**src/rtl/ifetch_2432.sv**
```systemverilog
// ifetch_2432: sequential instruction prefetcher with a small {addr,instr} FIFO and redirect flush.
// Optional feature: define IFETCH_BYPASS_EN to forward ack data to the CPU when the FIFO is empty.
module ifetch_2432 #(
    parameter int unsigned DEPTH = 4,
    parameter int unsigned AW    = 24,
    parameter int unsigned IW    = 24
) (
    input  logic          i_clk,
    input  logic          i_rstb,
    input  logic          i_clk_en,
    input  logic          i_cpu_hold,
    input  logic [AW-1:0] i_cpu_iaddr,
    output logic [IW-1:0] o_cpu_instr,
    output logic          o_cpu_clk_en,
    output logic          o_mem_req,
    output logic [AW-1:0] o_mem_addr,
    input  logic          i_mem_ack,
    input  logic [IW-1:0] i_mem_data
);
    localparam int unsigned PW   = $clog2(DEPTH);
    localparam logic [PW:0] FULL = (PW+1)'(DEPTH);

    typedef enum logic [1:0] {StIdle, StReq, StDiscard} state_t;

    state_t        state_q, state_d;
    logic [AW-1:0] mem_addr_q, mem_addr_d;
    logic [AW-1:0] fetch_addr_q, fetch_addr_d;
    logic [AW-1:0] fifo_addr_q  [DEPTH];
    logic [IW-1:0] fifo_instr_q [DEPTH];
    logic [PW-1:0] rd_ptr_q, rd_ptr_d, wr_ptr_q, wr_ptr_d;
    logic [PW:0]   count_q, count_d, count_after_pop, count_next;

    logic          head_valid, redirect, bypass, bypass_taken, pop, push, ack_ok;
    logic [AW-1:0] stream_addr;

    assign head_valid = (count_q != '0);

    // Address of the next instruction this unit would hand to the CPU.
    always_comb begin
        if (head_valid) begin
            stream_addr = fifo_addr_q[rd_ptr_q];
        end else if (state_q == StReq) begin
            stream_addr = mem_addr_q;
        end else begin
            stream_addr = fetch_addr_q;
        end
    end

    assign redirect = (stream_addr != i_cpu_iaddr) && (state_q != StDiscard);

`ifdef IFETCH_BYPASS_EN
    assign bypass = (state_q == StReq) && !head_valid && i_mem_ack && (mem_addr_q == i_cpu_iaddr);
`else
    assign bypass = 1'b0;
`endif

    assign o_cpu_clk_en = i_clk_en && (head_valid || bypass) && !redirect;

    always_comb begin
        o_cpu_instr = '0;
        if (!redirect) begin
            if (head_valid) begin
                o_cpu_instr = fifo_instr_q[rd_ptr_q];
            end else if (bypass) begin
                o_cpu_instr = i_mem_data;
            end
        end
    end

    assign pop             = o_cpu_clk_en && !i_cpu_hold && head_valid;
    assign bypass_taken    = o_cpu_clk_en && !i_cpu_hold && bypass;
    assign ack_ok          = (state_q == StReq) && i_mem_ack && !redirect;
    // A forwarded word the CPU consumed is not stored again.
    assign push            = ack_ok && !bypass_taken;
    assign count_after_pop = count_q - (PW+1)'(pop);
    assign count_next      = count_after_pop + (PW+1)'(push);

    assign o_mem_req  = (state_q != StIdle);
    assign o_mem_addr = mem_addr_q;

    always_comb begin
        state_d      = state_q;
        mem_addr_d   = mem_addr_q;
        fetch_addr_d = fetch_addr_q;
        rd_ptr_d     = rd_ptr_q + PW'(pop);
        wr_ptr_d     = wr_ptr_q + PW'(push);
        count_d      = count_next;
        if (redirect) begin
            rd_ptr_d     = '0;
            wr_ptr_d     = '0;
            count_d      = '0;
            fetch_addr_d = i_cpu_iaddr;
            case (state_q)
                StIdle: begin
                    state_d    = StReq;
                    mem_addr_d = i_cpu_iaddr;
                end
                StReq: begin
                    // An outstanding request must complete at its original address.
                    if (i_mem_ack) begin
                        mem_addr_d = i_cpu_iaddr;
                    end else begin
                        state_d = StDiscard;
                    end
                end
                default: ;
            endcase
        end else begin
            case (state_q)
                StIdle: begin
                    if (count_after_pop < FULL) begin
                        state_d    = StReq;
                        mem_addr_d = fetch_addr_q;
                    end
                end
                StReq: begin
                    if (i_mem_ack) begin
                        fetch_addr_d = mem_addr_q + AW'(1);
                        if (count_next < FULL) begin
                            mem_addr_d = mem_addr_q + AW'(1);
                        end else begin
                            state_d = StIdle;
                        end
                    end
                end
                StDiscard: begin
                    if (i_mem_ack) begin
                        state_d    = StReq;
                        mem_addr_d = fetch_addr_q;
                    end
                end
                default: state_d = StIdle;
            endcase
        end
    end

    always_ff @(posedge i_clk or negedge i_rstb) begin
        if (!i_rstb) begin
            state_q      <= StIdle;
            mem_addr_q   <= '0;
            fetch_addr_q <= '0;
            rd_ptr_q     <= '0;
            wr_ptr_q     <= '0;
            count_q      <= '0;
            for (int unsigned i = 0; i < DEPTH; i++) begin
                fifo_addr_q[i]  <= '0;
                fifo_instr_q[i] <= '0;
            end
        end else begin
            state_q      <= state_d;
            mem_addr_q   <= mem_addr_d;
            fetch_addr_q <= fetch_addr_d;
            rd_ptr_q     <= rd_ptr_d;
            wr_ptr_q     <= wr_ptr_d;
            count_q      <= count_d;
            if (push) begin
                fifo_addr_q[wr_ptr_q]  <= mem_addr_q;
                fifo_instr_q[wr_ptr_q] <= i_mem_data;
            end
        end
    end

endmodule

```
**config.mk**
```make
export PLATFORM = sky130hd
export DESIGN_NAME = ifetch_2432
export DESIGN_NICKNAME = d
export VERILOG_FILES = /design/src/rtl/ifetch_2432.sv
export SDC_FILE = /design/constraint.sdc
export NUM_CORES = 1
export LEC_CHECK = 0
export CORE_MARGIN = 3
export CORE_UTILIZATION = 32
export CTS_CLUSTER_SIZE = 10
export DETAILED_ROUTE_END_ITERATION = 16
export HOLD_SLACK_MARGIN = 0.02
export MAX_ROUTING_LAYER = met4
export PLACE_DENSITY = 0.6
export SLEW_MARGIN = 25
export SYNTH_ARGS = -nofsm -noshare
export SYNTH_HDL_FRONTEND = slang
export SYNTH_SLANG_ARGS = --single-unit
```
**constraint.sdc**
```tcl
create_clock -name i_clk -period 6.5 [get_ports i_clk]
set_input_delay 1.3 -clock i_clk [delete_from_list [all_inputs] [get_ports i_clk]]
set_output_delay 1.3 -clock i_clk [all_outputs]
set_load 0.1 [all_outputs]
```
# --- After elaboration in Yosys (flattened, before gate mapping) ---
# Cells that the tools add are included.
word_totals:
  inputBits: 53
  reg_bits: 249
  output_inout_bits: 50
classes:
  n_bitwise: 2
  n_eq_ne: 12
  reduce_logical: 19
  add_sub_neg: 5
  order_cmp: 5
  n_mux: 36
op_table:
  columns: ["operator", "count"]
  rows:
  - ["two-way mux 24 bit", 18]
  - ["bitwise mux 96 bit", 2]
  - ["binary-select mux 24 bit (select 2 bit)", 2]
  - ["one-hot mux 24 bit (3 select lines)", 1]
  - ["demux 24 bit (select 2 bit)", 1]
  - ["one-hot mux 24 bit (2 select lines)", 1]
  - ["adder 24 x 1 -> 24 bit (second input constant)", 1]
  - ["inequality test 24 bit", 1]
  - ["two-way mux 2 bit", 8]
  - ["inequality test 3 bit (second input constant)", 5]
  - ["AND reduction 6 bit", 2]
  - ["logical AND 1 bit", 8]
  - [">= comparator 3 bit (second input constant)", 2]
  - ["< comparator 3 bit (second input constant)", 2]
  - ["NOT 2 -> 3 bit", 2]
  - ["one-hot mux 2 bit (3 select lines)", 1]
  - ["nonzero test 2 bit", 3]
  - ["nonzero test 3 bit", 2]
  - ["adder 2 x 1 -> 2 bit", 2]
  - ["inequality test 2 bit (second input constant)", 2]
  - ["one-hot mux 2 bit (2 select lines)", 1]
  - ["adder 3 x 1 -> 3 bit", 1]
  - ["< comparator 3 x 1 -> 1 bit (second input constant)", 1]
  - ["two-way mux 3 bit", 1]
  - ["8 further kinds", 9]

# --- Longest topological paths before layout ---
# Gate-level depths: netlist (run 1).
logic_depth:
  depth_word: 18
  depth_mapped: 23
  ltp_nobuf: 17

# --- Least setup slack after synthesis (run 1) ---
# OpenSTA, ideal clock, no wires.
synth_timing:
  kind: "input port to output port"
  from: "input i_cpu_iaddr[17]"
  to: "output o_cpu_instr[10]"
  arrival_ns: 4.463
  cell_stages: 9
  required_ns: 5.200
  slack_ns: 0.737
  path_buffers: 2
  cell_sequence: "xnor2_1 or3_1 a2111o_1 o21ai_2 and3_1 buf_2 o21ai_0 clkbuf_1 nor2b_1"
synth_between:
  elab_chain_cells: 3
synth_rtl:
  columns: ["element", "line", "text"]
  rows:
  - ["start, declared", "12", "input logic [AW-1:0] i_cpu_iaddr,"]
  - ["inequality test 24 bit", "49", "assign redirect = (stream_addr != i_cpu_iaddr) && (state_q != StDiscard);"]
  - ["logical AND 1 bit", "49", null]
  - ["two-way mux 24 bit", "61", "if (!redirect) begin"]
  - ["end, declared", "13", "output logic [IW-1:0] o_cpu_instr,"]
# No other way between the ends.

# --- Worst setup path after layout (run 1) ---
layout_timing:
  from: "register state_q[1]"
  to: "output o_cpu_instr[3]"
layout_between:
  elab_chain_cells: 6
layout_rtl:
  columns: ["element", "line", "text"]
  rows:
  - ["start, declared", "25", "state_t state_q, state_d;"]
  - ["start signal, assigned", "139", "state_q <= StIdle;"]
  - ["start signal, assigned", "150", "state_q <= state_d;"]
  - ["== test 2 x 1 -> 1 bit", "42", "end else if (state_q == StReq) begin"]
  - ["two-way mux 24 bit", "42", null]
  - ["two-way mux 24 bit", "40", "if (head_valid) begin"]
  - ["inequality test 24 bit", "49", null]
  - ["logical AND 1 bit (*)", "49", null]
  - ["two-way mux 24 bit (*)", "61", null]
# Every way passes the cells marked *; elsewhere a longest branch is shown, timed or not.

==> impl_results.md, run 1 <==
- Result of the run: finished clean
- Data arrival time of the critical path: 4650 ps
- Top library cells by usage in the layout, fill and taps aside: sky130_fd_sc_hd__dfrtp_1 (247), sky130_fd_sc_hd__mux2_2 (172), sky130_fd_sc_hd__clkdlybuf4s50_1 (76)
- Max stage delay on crit path: 900 ps
- Reg-to-reg critical path startpoint: state_q[1]
- DRT Wirelength: 33.1 mm
- Chip Height: 206 µm
- Crit start category: flop
- Cells along the critical path: nand2b_1 > mux2i_1 > xnor2_1 > nor4_1 > o221a_2 > and3_1 > o21ai_2 > buf_4 > nor2b_1 > buf_4
- Count of buffers added by post-CTS timing repair for setup: 0
- Dominant synthesized flop cell: sky130_fd_sc_hd__dfrtp_1
- Post-synth ARST share: 100%
- Total of cells resized after clock tree synthesis: 0
- HPWL after detailed placement: 21.4 mm
- Final setup violation count: 0
- Type of the tightest min-delay check: reg2reg
- Wire length of the first global-routing pass: 52.1 mm
- Master cell of the clock root buffer: sky130_fd_sc_hd__clkbuf_16
- Clock-pin slew on the worst setup and hold paths: 60 ps
- Initial cell density of the core: roughly 33%
- Number of sinks on the clock net: 249
- TritonCTS buffer count: 30
- Total power consumption of the routed design: 5.04 mW
- Total negative slack for setup checks: 0 ps
- Maximum buffer depth of the clock tree: 3
- Count of buffers from port buffering: 102
- Number of instances in the synthesized netlist: roughly 1000
- 1st-pass router iterations: 5
- Routability congestion estimate from global placement: 0.893
- Global route total overflow: 0
- Post-synthesis instance area: between 0.01 and 0.015 mm²
- Width of the die: slightly above 200 µm
- Total nets after synthesis: 1070
- Ant diodes: 0
- Path type of the worst setup path: reg2out
- Sequential fraction of the synthesis area: about half
- Count of max-cap constraint violations: 0
- Leak pwr: 6.97 nW
- Post-route clock period utilization: 91.5%
- Worst-margin pin slew: 1100 ps
- Final count of pins violating max slew: 0
- Level count of the clock H-tree: 1
- Average size of a mapped cell: ~13 µm²
- Drt first-iter violations: 500
- Kind of capture point of the worst setup path: output port
- Most Frequent Cell on Critical Path: sky130_fd_sc_hd__buf_4
- Avg Vias per Cell: 5.25
- DRC Markers: 0
- Number of nets in the finished design: 1141
- Final ANT Viol Nets: 0
- Buffers & Inverters on Critical Path: 2
- Io pins: 103
- RSZ-0062 raised after global routing: false
- Final hold violation count: 0
- Number of global-route vias before repair: 8777
- Worst voltage drop across the vdd grid: 0.224 mV
- Clock latency on the worst-skew pair: ~570 ps
- Post-Place Setup Slack: 627 ps
- Cell type of the slowest stage on the worst timing path: sky130_fd_sc_hd__nand2b_1
- Sequential cell area: roughly 0.0062 mm²
- Most frequent standard cell in the layout excluding fill and tap cells: sky130_fd_sc_hd__dfrtp_1
- Hold path startpoint: fifo_instr_q[78]
- CTS tree: built
- All-Layer GR Usage: 16.2%
- Die Outline Area: 0.0425 mm²
- Placeable core region: 0.0391 mm²
- Number of antenna violations at the first check in global routing: 0
- Total number of vias: 8459
- Pin count of the biggest net entering global routing: 72
- Time the final worst path needs with I/O delays and setup: 5950 ps
- Final worst setup slack: 553 ps
- Synthesis Warnings: 0
- Crit path launch: state_q[1]
- Worst clock skew: 33.8 ps
- Number of library cell types mapped by synthesis: slightly below 60
- Total power per unit cell area: approximately 330 mW/mm²
- Synth Register Bits: 249
- Growth of design area from synthesis to finish: 18.2%
- Share of final-layout standard cells stronger than drive strength 1: between 30% and 40%
- Fill cells: 3743
- Upper clock frequency limit: 168 MHz
- Count of flip-flops with a built-in enable after synthesis: 0
- Relative max-transition margin: 26.6%
- Cell class contributing the biggest share of worst-path delay: simple AND/OR/NAND/NOR gates
- Area of the multi-input gates: 0.00608 mm²
- Cell Rows: just over 70
- Maximum fanout count along the critical path: 25
- # hold bufs at CTS: 0
- Routed wirelength normalized by instance count: 20.5 µm
- Required arrival time at the worst endpoint: 5200 ps
==> synth_stat cells (all sizes together) (2+ instances only) <==
master   instances  area, µm²
or3              4       30.0
o211ai           2       15.0
a2bb2oi          2       17.5
nor2            34        128
nand2           39        146
o221ai          24        210
o22ai            4       25.0
mux4            44        991
a211o           21        184
a221oi           3       26.3
mux2i           20        200
buf             33        208
nor3             7       35.0
or2              3       18.8
dfrtp          249       6230
o21ai            9       48.8
nor4             9       56.3
ha               7       87.6
a211oi           2       15.0
and2             3       18.8
o221a            2       22.5
a31oi           24        150
a22o             3       26.3
nor2b           50        313
xnor2           44        385
nand3           13       65.1
mux2           193       2250
a21oi            3       15.0
and3             8       50.1
clkbuf          48        183
nand4           11       83.8
xor2            33        289
inv             43        161
==> state kept, by name (all words and copies together) (netlist names) <==
name,flops
o_mem_addr,24
fifo_instr_q,96
fifo_addr_q,96
state_q,2
rd_ptr_q,2
fetch_addr_q,24
count_q,3
wr_ptr_q,2
==> path summary, 6_finish.rpt <==
| check | endpoint | slack (ps) | cells after the start |
|---|---|---|---|
| hold / removal | fifo_instr_q[78] | 480 | 1 |
| min in group asynchronous | fifo_instr_q[17] | 690 | 1 |
| setup reg to reg | o_mem_addr[1] | 940 | 18 |
| setup / recovery | o_cpu_instr[3] | 550 | 10 |
| max in group asynchronous | fifo_instr_q[2] | 4510 | 2 |
| hold reg to reg | fifo_instr_q[78] | 480 | 1 |
==> cell type report <==
class | instances | area share (%)
clock buffers | 43 | 5.80
multi-input cells | 637 | 40.1
clock inverters | 1 | 0.107
repair buffers | 120 | 7.50
flip-flops and latches | 249 | 41.1
inverters | 43 | 1.06
well taps | 518 | 4.28
==> report_power, final <==
part           internal (mW)  switching [mW]  total (mW)
Combinational          0.456            1.04        1.49
Sequential              1.67           0.325        1.99
Clock                  0.918           0.632        1.55
Total                   3.04            2.00        5.04
==> layer usage <==
metal	share of wire [%]	up-vias	track usage, %	wire (µm)
met2	45	241	24.7	15000
met1	47	4381	22.5	15500
met4	2.4	0	3.85	801
met5	0	-	-	0
met3	5.6	60	2.96	1840
li1	-	3777	-	-
==> metrics by stage <==
step           area, µm²  utilization [%]  std cells  hold WS, ps
3_5_place_dp       14300             36.5       1567          474
2_1_floorplan      12800                -       1010          453
3_3_place_gp       14300             36.5       1567          468
6_report           15200             38.8       1611          484
5_1_grt            15200             38.8       1611          497
4_1_cts            15200             38.8       1611          486
==> cells by family after synthesis <==
family / after synthesis / synth area share, %
simple gates: 185 / 7.61
fa+ha+maj: 7 / 0.683
compound gates: 111 / 6.71
mux: 257 / 26.8
buf+inv: 124 / 4.30
flops: 249 / 48.6
xor+xnor: 77 / 5.26
Power figures use the tool's default switching activity.
==> run 2: changes to the inputs <==
- RECOVER_POWER: unset -> 25
==> run 2 against run 1 <==
The flow now finishes with violations (max-capacitance violations, max-slew violations). Register-to-register slack is essentially flat. Sequential cell count stayed put. Non-clock buffer count unchanged. Total power about the same. Global-route usage unchanged. Maximum frequency is 0.68% higher. Combinational power hardly changed. Via count rose by 0.39%. Count of clock-buffer cells in the layout did not move. Wire length grew 0.17%. Cell count did not move.
==> impl_results.md, run 2 (synthesis gave the netlist of run 1 again) <==
- Result of the run: complete, but fails checks
- Failing checks: max-capacitance violations, max-slew violations
- Path type of the worst setup path: reg2out
- Worst voltage drop across the vdd grid: 0.226 mV
- Kind of capture point of the worst setup path: output port
- Reg-to-reg critical path startpoint: state_q[1]
- Crit path launch: state_q[1]
- Routability congestion estimate from global placement: 0.893
- Final Hold Slack: 488 ps
- TritonCTS buffer count: 30
- Cell Rows: 72
- Wire length of the first global-routing pass: about 52 mm
- Hold path startpoint: fifo_instr_q[78]
- Relative max-transition margin: -158%
- RSZ-0062 raised after global routing: false
- Level count of the clock H-tree: 1
- Final ANT Viol Nets: 0
- Io pins: between 100 and 150
- End of the worst register-to-register path: o_mem_addr[1]
- 1st-pass router iterations: 4
- Final hold violation count: 0
- Leak pwr: 6.96 nW
- Count of buffers from port buffering: 102
- Pin count of the biggest net entering global routing: 72
- Master cell of the clock root buffer: sky130_fd_sc_hd__clkbuf_16
- All-Layer GR Usage: 16.2%
- Type of the tightest min-delay check: reg2reg
- Fraction of the core area covered by cells at the end of the flow: 38.7%
- DRT Wirelength: ~33 mm
- Drt first-iter violations: roughly 560
- Total of cells resized after clock tree synthesis: 0
- R2R Setup Slk: 950 ps
- Upper clock frequency limit: between 150 and 200 MHz
- Regs by FF count: fifo_addr_q x96, fifo_instr_q x96
- Crit start category: flop
- Avg Vias per Cell: 5.27
- Post-route clock period utilization: 90.9%
- Die Outline Area: about 0.042 mm²
- Placeable core region: 0.0391 mm²
- Fill cells: roughly 3700
- Most frequent standard cell in the layout excluding fill and tap cells: sky130_fd_sc_hd__dfrtp_1
- Growth of design area from synthesis to finish: 18.1%
- Placed Area: 0.0143 mm²
- Number of stages on the worst hold path: 1
- Total negative slack for setup checks: 0 ps
- # hold bufs at CTS: 0
- Top library cells by usage in the layout, fill and taps aside: sky130_fd_sc_hd__dfrtp_1 (247), sky130_fd_sc_hd__mux2_2 (172), sky130_fd_sc_hd__clkdlybuf4s50_1 (76)
- Non-Filler Cell Area, Final: 0.0151 mm²
- Required arrival time at the worst endpoint: 5200 ps
- Final count of pins violating max slew: 72
- HPWL after detailed placement: about 21 mm
- DRC Markers: 0
- Maximum fanout count along the critical path: 25
- Clock latency on the worst-skew pair: 580 ps
- Total number of vias: 8492
- CTS tree: built
- Number of antenna violations at the first check in global routing: 0
- Number of nets in the finished design: ~1100
- Number of sinks on the clock net: 249
- Maximum buffer depth of the clock tree: 3
- Worst clock skew: 37.1 ps
- Worst-case reg-to-reg path depth: 18
- Width of the die: 206 µm
- Count of buffers added by post-CTS timing repair for setup: 0
- Count of max-cap constraint violations: 1
- Total power per unit cell area: 333 mW/mm²
- Routed wirelength normalized by instance count: 20.6 µm
- Final setup violation count: 0
- Chip Height: 206 µm
- Number of global-route vias before repair: 8777
- Time the final worst path needs with I/O delays and setup: 5910 ps
- Initial cell density of the core: 32.8%
- Share of final-layout standard cells stronger than drive strength 1: 30.6%
- Sink of the worst hold path: fifo_instr_q[78]
- Data arrival time of the critical path: roughly 4600 ps
- Global route total overflow: 0
- Clock-pin slew on the worst setup and hold paths: 60 ps
- Ant diodes: 0
- Worst-margin pin slew: 3870 ps
run 2: cell count changes in the layout (fill, tap and decap cells not counted), sizes merged:
cell    before  now
clkbuf      43   46
buf         44   41
run 2: routing by layer:
metal	vias up	global-route usage [%]	wire length [µm]
met3	61	2.96	1820
li1	3786	-	-
met5	-	-	0
met2	229	24.7	15000
met1	4416	22.5	15600
met4	0	3.85	803
run 2: where the power goes:
group          switching (mW)  internal (mW)
sequential              0.324           1.67
combinational            1.04          0.454
clock                   0.636          0.918
run 2: metrics by stage:
step	power, mW	instances	setup WS (ps)
4_1_cts	5.09	1611	579
3_3_place_gp	3.50	1567	749
5_1_grt	5.28	1611	252
2_1_floorplan	3.02	1010	737
6_report	5.04	1611	593
3_5_place_dp	3.51	1567	627
run 2: worst max-delay path by stage:
stage,endpoint,cells after the start
2_1_floorplan,o_cpu_instr[10],9
3_3_place_gp,o_mem_addr[1],19
3_5_place_dp,o_mem_addr[1],19
4_1_cts,o_cpu_instr[3],10
5_1_grt,rd_ptr_q[0],2
6_report,o_cpu_instr[3],10
run 2: area by class of cell:
cell class	instances	area, µm²	area share [%]
sequential	249	6240	41.2
clock buffer	43	880	5.81
clock inverter	1	16.3	0.107
tap	518	648	4.28
timing repair buffer	120	1120	7.40
multi-input combinational	637	6080	40.1
inverter	43	161	1.07
run 2: worst max-delay path: stages, from the launching register on:
cell                       delay [ps]
sky130_fd_sc_hd__dfrtp_1          570
sky130_fd_sc_hd__nand2b_1         880
sky130_fd_sc_hd__mux2i_1          320
sky130_fd_sc_hd__xnor2_1          160
sky130_fd_sc_hd__nor4_1           350
sky130_fd_sc_hd__o221a_2          380
sky130_fd_sc_hd__and3_1           390
sky130_fd_sc_hd__o21ai_2          120
sky130_fd_sc_hd__buf_4            260
sky130_fd_sc_hd__nor2b_1          250
sky130_fd_sc_hd__buf_4            340
